File: src/rtl/mips_pipe_pkg.sv
// Shared constants for the MIPS pipeline control slice: MDU timer states,
// the hard-wired zero register and default multiply/divide latencies.
package mips_pipe_pkg;

  localparam logic [0:0] MDU_IDLE = 1'b0;
  localparam logic [0:0] MDU_BUSY = 1'b1;

  localparam logic [4:0] REG_ZERO = 5'd0;

  localparam int unsigned MUL_LAT_DEF = 4;
  localparam int unsigned DIV_LAT_DEF = 32;

  function automatic int unsigned max_lat(input int unsigned a, input int unsigned b);
    return (a > b) ? a : b;
  endfunction

endpackage

File: src/rtl/mdu_timer.sv
// Busy timer for the multi-cycle multiply/divide unit: loads the latency on a
// start pulse and counts down, holding busy_o high for exactly that many cycles.
module mdu_timer
  import mips_pipe_pkg::*;
#(
  parameter int unsigned MUL_LAT = MUL_LAT_DEF,
  parameter int unsigned DIV_LAT = DIV_LAT_DEF
) (
  input  logic clk_i,
  input  logic rst_ni,
  input  logic start_i,
  input  logic is_div_i,
  output logic busy_o
);

  localparam int unsigned CntW = $clog2(max_lat(MUL_LAT, DIV_LAT) + 1);

  logic [0:0]      state_q, state_d;
  logic [CntW-1:0] cnt_q, cnt_d;

  always_comb begin
    state_d = state_q;
    cnt_d   = cnt_q;
    unique case (state_q)
      MDU_IDLE: begin
        if (start_i) begin
          state_d = MDU_BUSY;
          cnt_d   = is_div_i ? CntW'(DIV_LAT) : CntW'(MUL_LAT);
        end
      end
      MDU_BUSY: begin
        // A start while busy is illegal upstream and deliberately ignored here.
        if (cnt_q == CntW'(1)) begin
          state_d = MDU_IDLE;
          cnt_d   = '0;
        end else begin
          cnt_d = cnt_q - CntW'(1);
        end
      end
      default: begin
        state_d = MDU_IDLE;
        cnt_d   = '0;
      end
    endcase
  end

  always_ff @(posedge clk_i or negedge rst_ni) begin
    if (!rst_ni) begin
      state_q <= MDU_IDLE;
      cnt_q   <= '0;
    end else begin
      state_q <= state_d;
      cnt_q   <= cnt_d;
    end
  end

  assign busy_o = (state_q == MDU_BUSY);

endmodule

File: src/rtl/pipe_hazard_ctrl.sv
// Stall/flush controller for the 5-stage pipeline: load-use and MDU hazard
// stalls, taken-branch flushes, and a saturating stall-cycle counter.
module pipe_hazard_ctrl
  import mips_pipe_pkg::*;
#(
  parameter int unsigned MUL_LAT = MUL_LAT_DEF,
  parameter int unsigned DIV_LAT = DIV_LAT_DEF,
  parameter int unsigned PERF_W  = 16
) (
  input  logic              clk,
  input  logic              rst_n,
  input  logic [4:0]        D_Rs,
  input  logic [4:0]        D_Rt,
  input  logic              D_UseRs,
  input  logic              D_UseRt,
  input  logic              D_MduOp,
  input  logic              E_MemRd,
  input  logic [4:0]        E_Rw,
  input  logic              E_MduStart,
  input  logic              E_IsDiv,
  input  logic              E_BrTaken,
  output logic              PC_En,
  output logic              FD_En,
  output logic              FD_Flush,
  output logic              DE_Flush,
  output logic              MDU_Busy,
  output logic [PERF_W-1:0] Stall_Cnt
);

  logic load_use;
  logic mdu_haz;
  logic stall;
  logic [PERF_W-1:0] stall_cnt_q, stall_cnt_d;

  mdu_timer #(
    .MUL_LAT (MUL_LAT),
    .DIV_LAT (DIV_LAT)
  ) u_mdu_timer (
    .clk_i    (clk),
    .rst_ni   (rst_n),
    .start_i  (E_MduStart),
    .is_div_i (E_IsDiv),
    .busy_o   (MDU_Busy)
  );

  assign load_use = E_MemRd && (E_Rw != REG_ZERO) &&
                    ((D_UseRs && (D_Rs == E_Rw)) || (D_UseRt && (D_Rt == E_Rw)));
  assign mdu_haz  = D_MduOp && (MDU_Busy || E_MduStart);
  // Outputs read as free-running while reset is held, whatever the inputs.
  assign stall    = rst_n && (load_use || mdu_haz) && !E_BrTaken;

  always_comb begin
    PC_En    = 1'b1;
    FD_En    = 1'b1;
    FD_Flush = 1'b0;
    DE_Flush = 1'b0;
    if (rst_n && E_BrTaken) begin
      // Decode holds a wrong-path instruction, so the flush wins over any stall.
      FD_Flush = 1'b1;
      DE_Flush = 1'b1;
    end else if (stall) begin
      PC_En    = 1'b0;
      FD_En    = 1'b0;
      DE_Flush = 1'b1;
    end
  end

  always_comb begin
    stall_cnt_d = stall_cnt_q;
    if (stall && (stall_cnt_q != '1)) begin
      stall_cnt_d = stall_cnt_q + PERF_W'(1);
    end
  end

  always_ff @(posedge clk or negedge rst_n) begin
    if (!rst_n) begin
      stall_cnt_q <= '0;
    end else begin
      stall_cnt_q <= stall_cnt_d;
    end
  end

  assign Stall_Cnt = stall_cnt_q;

endmodule

File: config.mk
export PLATFORM = sky130hd
export DESIGN_NAME = pipe_hazard_ctrl
export DESIGN_NICKNAME = d
export VERILOG_FILES = /design/src/rtl/mips_pipe_pkg.sv /design/src/rtl/mdu_timer.sv /design/src/rtl/pipe_hazard_ctrl.sv
export SDC_FILE = /design/constraint.sdc
export NUM_CORES = 1
export LEC_CHECK = 0
export BUFFER_PORTS_ARGS = -buffer_cell sky130_fd_sc_hd__buf_2
export CAP_MARGIN = 0
export CORE_AREA = 5 5 59 61
export DETAILED_ROUTE_END_ITERATION = 6
export DIE_AREA = 0 0 64 66
export PLACE_DENSITY = 0.77
export SKIP_CTS_REPAIR_TIMING = 1
export SYNTH_ARGS = -nofsm -noshare
export SYNTH_HDL_FRONTEND = slang
export SYNTH_SLANG_ARGS = --single-unit
export TNS_END_PERCENT = 30
File: constraint.sdc
create_clock -name clk -period 2.7 [get_ports clk]
set_input_delay 0 -clock clk [delete_from_list [all_inputs] [get_ports clk]]
set_output_delay 0 -clock clk [all_outputs]
set_load 0.005 [all_outputs]
==> Word-level counts from Yosys, hierarchy flattened <==
Cells that the tools add are included.
{ "op_classes": {"div_mod_pow": 0, "n_addsub": 2, "multipliers": 0, "n_reduce_logical": 14, "bitwise_logic": 1, "n_shift": 0, "n_eq_ne": 5, "mux": 12, "magnitude_cmp": 0} }
{ "ops": {"columns": ["cell", "count"], "rows": [
  ["two-way mux 6 bit", 3],
  ["adder 16 x 1 -> 16 bit, second input constant", 1],
  ["inequality test 16 bit, second input constant", 1],
  ["case mux 6 bit (2 select lines)", 1],
  ["equality test 5 bit", 2],
  ["logical AND 1 bit", 9],
  ["two-way mux 1 bit", 7],
  ["equality test 6 x 1 -> 1 bit, second input constant", 1],
  ["subtractor 6 x 1 -> 6 bit, second input constant", 1],
  ["nonzero test 5 bit", 1],
  ["logical OR 1 bit", 3],
  ["inequality test 2 bit, second input constant", 1],
  ["case mux 1 bit (2 select lines)", 1],
  ["logical NOT 1 bit", 1],
  ["inverter 1 bit", 1]
]} }
{ "totals": {"in_bits": 24, "wordCells": 37, "memories": 0, "latch_bits": 0, "out_inout_bits": 21, "register_bits": 23, "mem_bits_ro": 0, "mem_bits_rw": 0} }

==> Logic depth before layout (Yosys ltp) <==
Gate-level depths: netlist of run 1.
{ "depth": {"ltp_word": 9, "depth_mapped": 9, "depth_no_buf": 7} }

==> By module <==
A second synthesis of run 1 with hierarchy kept.
{ "unflattened": {"hier_cells": 143, "hier_area_um2": 1470.2} }
{ "modules_own_cells": {"columns": ["module", "cells_each", "instances", "seq_area_each_um2", "area_per_inst_um2"], "rows": [
  ["pipe_hazard_ctrl", 98, 1, 400.4, 1048.5],
  ["mdu_timer", 45, 1, 175.2, 421.7]
]} }

==> Worst setup path before layout of run 1 <==
No wires, ideal clock.
{ "synth_path": {"kind": "register to register", "start": "register stall_cnt_q[0], in the netlist Stall_Cnt[0]", "end": "register stall_cnt_q[1], in the netlist Stall_Cnt[1]", "path_stages_with_launch": 8, "setup_ps": 125, "n_path_buf": 1, "path_slack_ps": 755, "period_less_slack_ps": 1945, "arrival_ps": 1820, "required_ps": 2575, "cell_sequence": "dfrtp_1 > ha_1 > nand2_1 > or2_0 > buf_6 > o32a_2 > nand3b_4 > mux2_2"} }
{ "synth_between": {"elab_chain_cells": 2, "word_cells_on_any_way": 3, "classes_between": "1 x add/sub; 1 x eq/ne; 1 x reduce/logical"} }
{ "synth_lines": {"columns": ["element", "line_no", "rtl"], "rows": [
  ["start: declaration", "pipe_hazard_ctrl.sv:33", "logic [PERF_W-1:0] stall_cnt_q, stall_cnt_d;"],
  ["start signal: assignment", "pipe_hazard_ctrl.sv:79", "stall_cnt_q <= stall_cnt_d;"],
  ["branches (longest 2 deep; another with adder 16 x 1 -> 16 bit)", null, null]
]} }
Several ways; the timed one is not identified.
A chain may end at the register's enable or synchronous reset.

==> Worst setup path in the final report of run 1 <==
Ends and elaborated chain as after synthesis.

==> results of run 1 <==
worst max-delay path, stage by stage, from the launching register on:
cell and delay (ns):
dfrtp_1 0.43, ha_1 0.20, nand2_1 0.06, or2_0 0.35, o32a_2 0.46, nand3b_4 0.20
mux2_2 0.36
cells in the final DEF (no fill, tap or decap), types with 4 or more instances in the layout:
cell type	n
dfrtp_1	23
nand4_1	5
nor2_1	4
xor2_1	13
xnor2_1	12
nand2_1	18
nand2b_1	4
inv_1	5
nor2_2	8
buf_2	44
nand3_1	6
nor3_1	5
o21ai_0	5
sequential cells by signal, indices dropped and copies added (netlist names):
signal	count
u_mdu_timer.cnt_q	6
Stall_Cnt	16
u_mdu_timer.busy_o	1
layer usage:
layer  vias up  routed length, um
met5         -                  0
met4         0                 15
met3         2                252
met2        40               1540
met1       567               1310
li1        582                  -
where the power goes:
group,switching (mW),total (mW),leakage [nW],internal [mW]
registers,0.0396,0.414,0.295,0.375
clock network,0.0987,0.154,0.0177,0.0553
logic,0.0744,0.158,0.506,0.0833
cells by family after synthesis:
family	share of synthesized area [%]
AOI/OAI and AO/OA	6.66
buffers and inverters	4.50
and+or+nand+nor	26.6
muxes	2.43
xor gates and xnor gates	15.7
adders and majority gates	2.70
DFF	41.4
per-stage QoR:
| step | instance area (um2) | setup slack, ns | cells | util [%] |
|---|---|---|---|---|
| 2_1_floorplan | 1390 | 0.755 | 142 | - |
| 3_3_place_gp | 1620 | 0.615 | 216 | 55.2 |
| 3_5_place_dp | 1620 | 0.558 | 216 | 55.2 |
| 4_1_cts | 1640 | 0.543 | 220 | 56.2 |
| 5_1_grt | 1670 | 0.433 | 223 | 57.2 |
| 6_report | 1670 | 0.553 | 223 | 57.2 |
worst min path at each step:
stage / startpoint / to / slack, ns / cells past startpoint
final: E_BrTaken / Stall_Cnt[12]$_DFFE_PN0P_ / 0.21 / 4
after global routing: E_BrTaken / Stall_Cnt[12]$_DFFE_PN0P_ / 0.22 / 4
after CTS: rst_n / Stall_Cnt[15]$_DFFE_PN0P_ / -0.30 / 2
after detailed placement: rst_n / Stall_Cnt[5]$_DFFE_PN0P_ / 0.05 / 2
after global placement: rst_n / Stall_Cnt[5]$_DFFE_PN0P_ / 0.05 / 2
after floorplan: rst_n / Stall_Cnt[0]$_DFFE_PN0P_ / -0.30 / 0
Yosys cell counts (all sizes together) (2+ instances only):
cell type	count	share of area, %
dfrtp	23	41
nand2	18	4.9
xor2	13	8.2
nor2	12	4.7
xnor2	12	7.6
nand3	6	2.2
nor3	6	2.5
inv	5	1.3
nand4	5	2.2
o21ai	5	1.8
buf	4	3.1
nand2b	4	1.8
ha	3	2.7
mux2	3	2.4
a21oi	2	0.72
and2	2	0.90
nor4	2	0.90
o221ai	2	1.3
or2	2	0.90
final cells by class:
type / count / area, um2 / area share (%)
well taps: 33 / 41.3 / 2.47
repair buffers: 48 / 258 / 15.4
multi-input cells: 110 / 753 / 45.0
clock buffers: 3 / 22.5 / 1.35
inverters: 5 / 18.8 / 1.12
flip-flops and latches: 23 / 576 / 34.4
clock inverters: 1 / 5.00 / 0.299
==> flow_metrics.tcl, run 1 <==
set metrics [dict create \
    status "finished, final reports clean" \
    p_leak_nw 0.819 \
    synth_cell_types 38 \
    p_per_area_nw_per_um2 434 \
    hold_path.class "primary input to register" \
    reg2reg_slack_ns 0.55 \
    crit_end "Stall_Cnt[1]$_DFFE_PN0P_" \
    r2r_cells 6 \
    synth_edf_count 0 \
    avgSynthCellArea_um2 9.80 \
    overflow 0 \
    max-slew-margin-rel_pct 72.1 \
    worstMarginPinSlew_ns 0.418 \
    clk_latency_ns 0.30 \
    r2r-end "Stall_Cnt[1]$_DFFE_PN0P_" \
    grt_pass1_wl_um 4870 \
    design.core.area_um2 2930 \
    portBuffers 44 \
    clk_path_buf_depth 2 \
    gp_congestion 0.838 \
    crit_type "register to register" \
    cts_tree "done" \
    synthesis.area_um2 1390 \
    period_minus_slack_ns 2.15 \
    grt_pass1_vias 1154 \
    cts_max_level 1 \
    worstPathRequired_ns 2.91 \
    n_antenna_cell 0 \
    holdWs_ns 0.207 \
    top_usage_layer "met2" \
    die_w_um 64 \
    max_freq_mhz 466 \
    area_growth_pct 20.3 \
    fillers 266 \
    gr-usage-met1_pct 16.6 \
    drtAntennaViolNets 0 \
    peakVddDrop_mv 0.437 \
    ys.flop_type "dfrtp_1" \
    root_buffer "clkbuf_4" \
    path_max_fanout 14 \
    crit_path_end_kind "register" \
    post-route-period-util_pct 79.5 \
    rsz0062_at_grt "no" \
    antenna_found_initial 0 \
    ys_warn_count 0 \
    finalMaxSlewViolations 0 \
    hold_violations 0 \
    setup_viol 0 \
    ys_seq_elements 23 \
    synth_seq_area_share_pct 41.4 \
    met3_usage_pct 3.74 \
    wirelength_um 3110 \
    first_pass_iters 4 \
    syn_inst 142 \
    drc 0 \
    wire_per_inst_um 13.9 \
    tns_ns 0 \
    layout-drive-gt1-share_pct 35.3 \
    die_area_um2 4220 \
    crit_path_start "Stall_Cnt[0]$_DFFE_PN0P_" \
    start_kind "register" \
    fp-row-count 20 \
    syn_nets 169 \
    grt_max_degree 25 \
    arrival_ns 2.35 \
    grt_use_total_pct 14.1 \
    clock-sinks 23 \
    num_vias 1191 \
    grtUsageMet2_pct 25.1 \
    cap_violations 0 \
    die_h_um 66 \
    drtIter0Drc 44 \
    p_total_mw 0.726 \
    cts-buffers-inserted 3 \
    initial_core_util_pct 47.5 \
    drt-vias-per-instance 5.34 \
    nets 218 \
    path_clk_slew_ns 0.12 \
    skew_ns 0.00205 \
    timing.rr.start "Stall_Cnt[0]$_DFFE_PN0P_" \
    place.detailed.hpwl_um 2380 \
    ys_async_sr_fraction_pct 100 \
    ios 45 \
]
Note: power is estimated with default switching activity, not from simulation.
==> run 2: changes to the inputs <==
- CORE_AREA: 5 5 59 61 -> 5 5 62 64
- DIE_AREA: 0 0 64 66 -> 0 0 67 69
- PLACE_DENSITY: 0.77 -> 0.73
- clock period: 2.7 -> 1.85 ns (I/O delays scaled with it)
==> run 2 against run 1 <==
Against the previous run:
- sequential cell count did not move
- worst hold slack gained 0.0047 ns
- clock skew rose by 0.0033 ns
- sequential power up 41%
- clock power is 48% higher
- via count grew 4.6%
- wire length is 2.7% higher
- register-to-register slack got worse by 0.48 ns
- combinational power increased by 140%
==> flow_metrics.tcl, run 2 (synthesis results as in run 1) <==
set metrics [dict create \
    crit_chain "ha_4, nand2_1, or2_0, o32a_4, nand3b_4, buf_4, nor3_2, xor2_1" \
    layout_commonest_cell "buf_2" \
    post-route-period-util_pct 96.3 \
    p_total_mw 1.19 \
    place.detailed.hpwl_um 2450 \
    grt_max_degree 25 \
    clk_latency_ns 0.30 \
    layout-drive-gt1-share_pct 41.8 \
    p_per_area_nw_per_um2 632 \
    clock-sinks 23 \
    power_switching_share_pct 29.2 \
    first_pass_iters 4 \
    cap_violations 0 \
    path_clk_slew_ns 0.12 \
    holdWs_ns 0.212 \
    layout_common_cells "buf_2 (44), dfrtp_1 (23), nand2_1 (18), buf_4 (18), xor2_1 (13)" \
    drtAntennaViolNets 0 \
    overflow 0 \
    arrival_ns 1.98 \
    initial_core_util_pct 43.1 \
    setup_viol 0 \
    worstPathRequired_ns 2.05 \
    hold_path.class "primary input to register" \
    grt_use_total_pct 14.0 \
    worstMarginPinSlew_ns 0.300 \
    design.core.area_um2 3230 \
    whs_path_depth 4 \
    finalMaxSlewViolations 0 \
    crit_family "simple AND/OR/NAND/NOR gates" \
    rsz0062_at_grt "yes" \
    die_area_um2 4620 \
    antenna_found_initial 0 \
    area_growth_pct 34.8 \
    r2r_cells 8 \
    period_minus_slack_ns 1.78 \
    root_buffer "clkbuf_4" \
    ios 45 \
    pwr-share-clk_pct 19.2 \
    cp_slowest_cell "dfrtp_1" \
    max_freq_mhz 561 \
    cts_tree "done" \
    crit_path_end_kind "register" \
    largest_reg_flops 16 \
    crit_type "register to register" \
    start_kind "register" \
    min_from "E_BrTaken" \
    r2r-end "Stall_Cnt[10]$_DFFE_PN0P_" \
    switching_power_mw 0.346 \
    gp_congestion 0.772 \
    p_int_mw 0.840 \
    utilization_pct 58.0 \
    p_comb_share_pct 31.4 \
    cts-buffers-inserted 3 \
    die_w_um 67 \
    grt_pass1_vias 1132 \
    drc 0 \
    nets 236 \
    fillers 295 \
    grt_pass1_wl_um 5110 \
    cpPeakStageDelay_ns 0.42 \
    hold_end "Stall_Cnt[14]$_DFFE_PN0P_" \
    path_max_fanout 10 \
    die_h_um 69 \
    timing.rr.start "Stall_Cnt[1]$_DFFE_PN0P_" \
    num_vias 1246 \
    fp-row-count 21 \
    n_antenna_cell 0 \
    p_seq_share_pct 49.3 \
    skew_ns 0.00535 \
    clk_path_buf_depth 2 \
    wire_per_inst_um 12.6 \
    cp.buffers_inverters 1 \
    peakVddDrop_mv 0.566 \
    wirelength_um 3200 \
    reg2reg_slack_ns 0.07 \
    hold_violations 0 \
    drtIter0Drc 31 \
    status "finished, final reports clean" \
    portBuffers 44 \
    max-slew-margin-rel_pct 80.0 \
    drt-vias-per-instance 4.91 \
    p_leak_nw 0.917 \
    cts_max_level 1 \
]
[run 2: tightest hold or removal path: cells and delay by family]
kind | cells | cell delay [ns]
buffers and inverters | 1 | 0.09
AND/OR/NAND/NOR | 2 | 0.20
multiplexers | 1 | 0.20
[run 2: how the worst max path moves through the flow]
stage	start	end	depth (start not counted)
after floorplan	Stall_Cnt[0]$_DFFE_PN0P_	Stall_Cnt[3]$_DFFE_PN0P_	9
after global placement	Stall_Cnt[1]$_DFFE_PN0P_	Stall_Cnt[4]$_DFFE_PN0P_	8
after detailed placement	Stall_Cnt[1]$_DFFE_PN0P_	Stall_Cnt[4]$_DFFE_PN0P_	8
after CTS	Stall_Cnt[1]$_DFFE_PN0P_	Stall_Cnt[4]$_DFFE_PN0P_	8
after global routing	Stall_Cnt[1]$_DFFE_PN0P_	Stall_Cnt[4]$_DFFE_PN0P_	8
final	Stall_Cnt[1]$_DFFE_PN0P_	Stall_Cnt[10]$_DFFE_PN0P_	8
[run 2: final cells by class]
cell class | instances | area (um2) | area share (%)
clock buffers | 4 | 26.3 | 1.40
inverters | 5 | 18.8 | 1.00
flip-flops and latches | 23 | 576 | 30.7
repair buffers | 66 | 405 | 21.6
multi-input cells | 110 | 792 | 42.2
well taps | 46 | 57.6 | 3.07
[run 2: per-layer routing]
metal	track usage [%]	vias to the layer above	wire length (um)
li1	-	619	-
met3	2.60	2	278
met4	4.05	0	18
met2	21.4	40	1450
met1	19.9	585	1440
met5	0	-	0
[run 2: metrics by stage]
| stage | cells | worst slack (ns) | cell area (um2) | setup TNS (ns) |
|---|---|---|---|---|
| 3_3_place_gp | 243 | 0.101 | 1760 | 0 |
| 4_1_cts | 247 | 0.0217 | 1780 | 0 |
| 5_1_grt | 254 | -0.0215 | 1880 | -0.0329 |
| 6_report | 254 | 0.0685 | 1880 | 0 |
| 2_1_floorplan | 142 | 0.0205 | 1410 | 0 |
| 3_5_place_dp | 243 | 0.0483 | 1760 | 0 |
[run 2: power by group through the flow]
stage | sequential, mW | clock, mW | combinational (mW)
6_report | 0.585 | 0.228 | 0.373
5_1_grt | 0.592 | 0.254 | 0.420
4_1_cts | 0.575 | 0.233 | 0.352
3_5_place_dp | 0.584 | 0 | 0.348
3_3_place_gp | 0.579 | 0 | 0.348
2_1_floorplan | 0.612 | 0 | 0.130
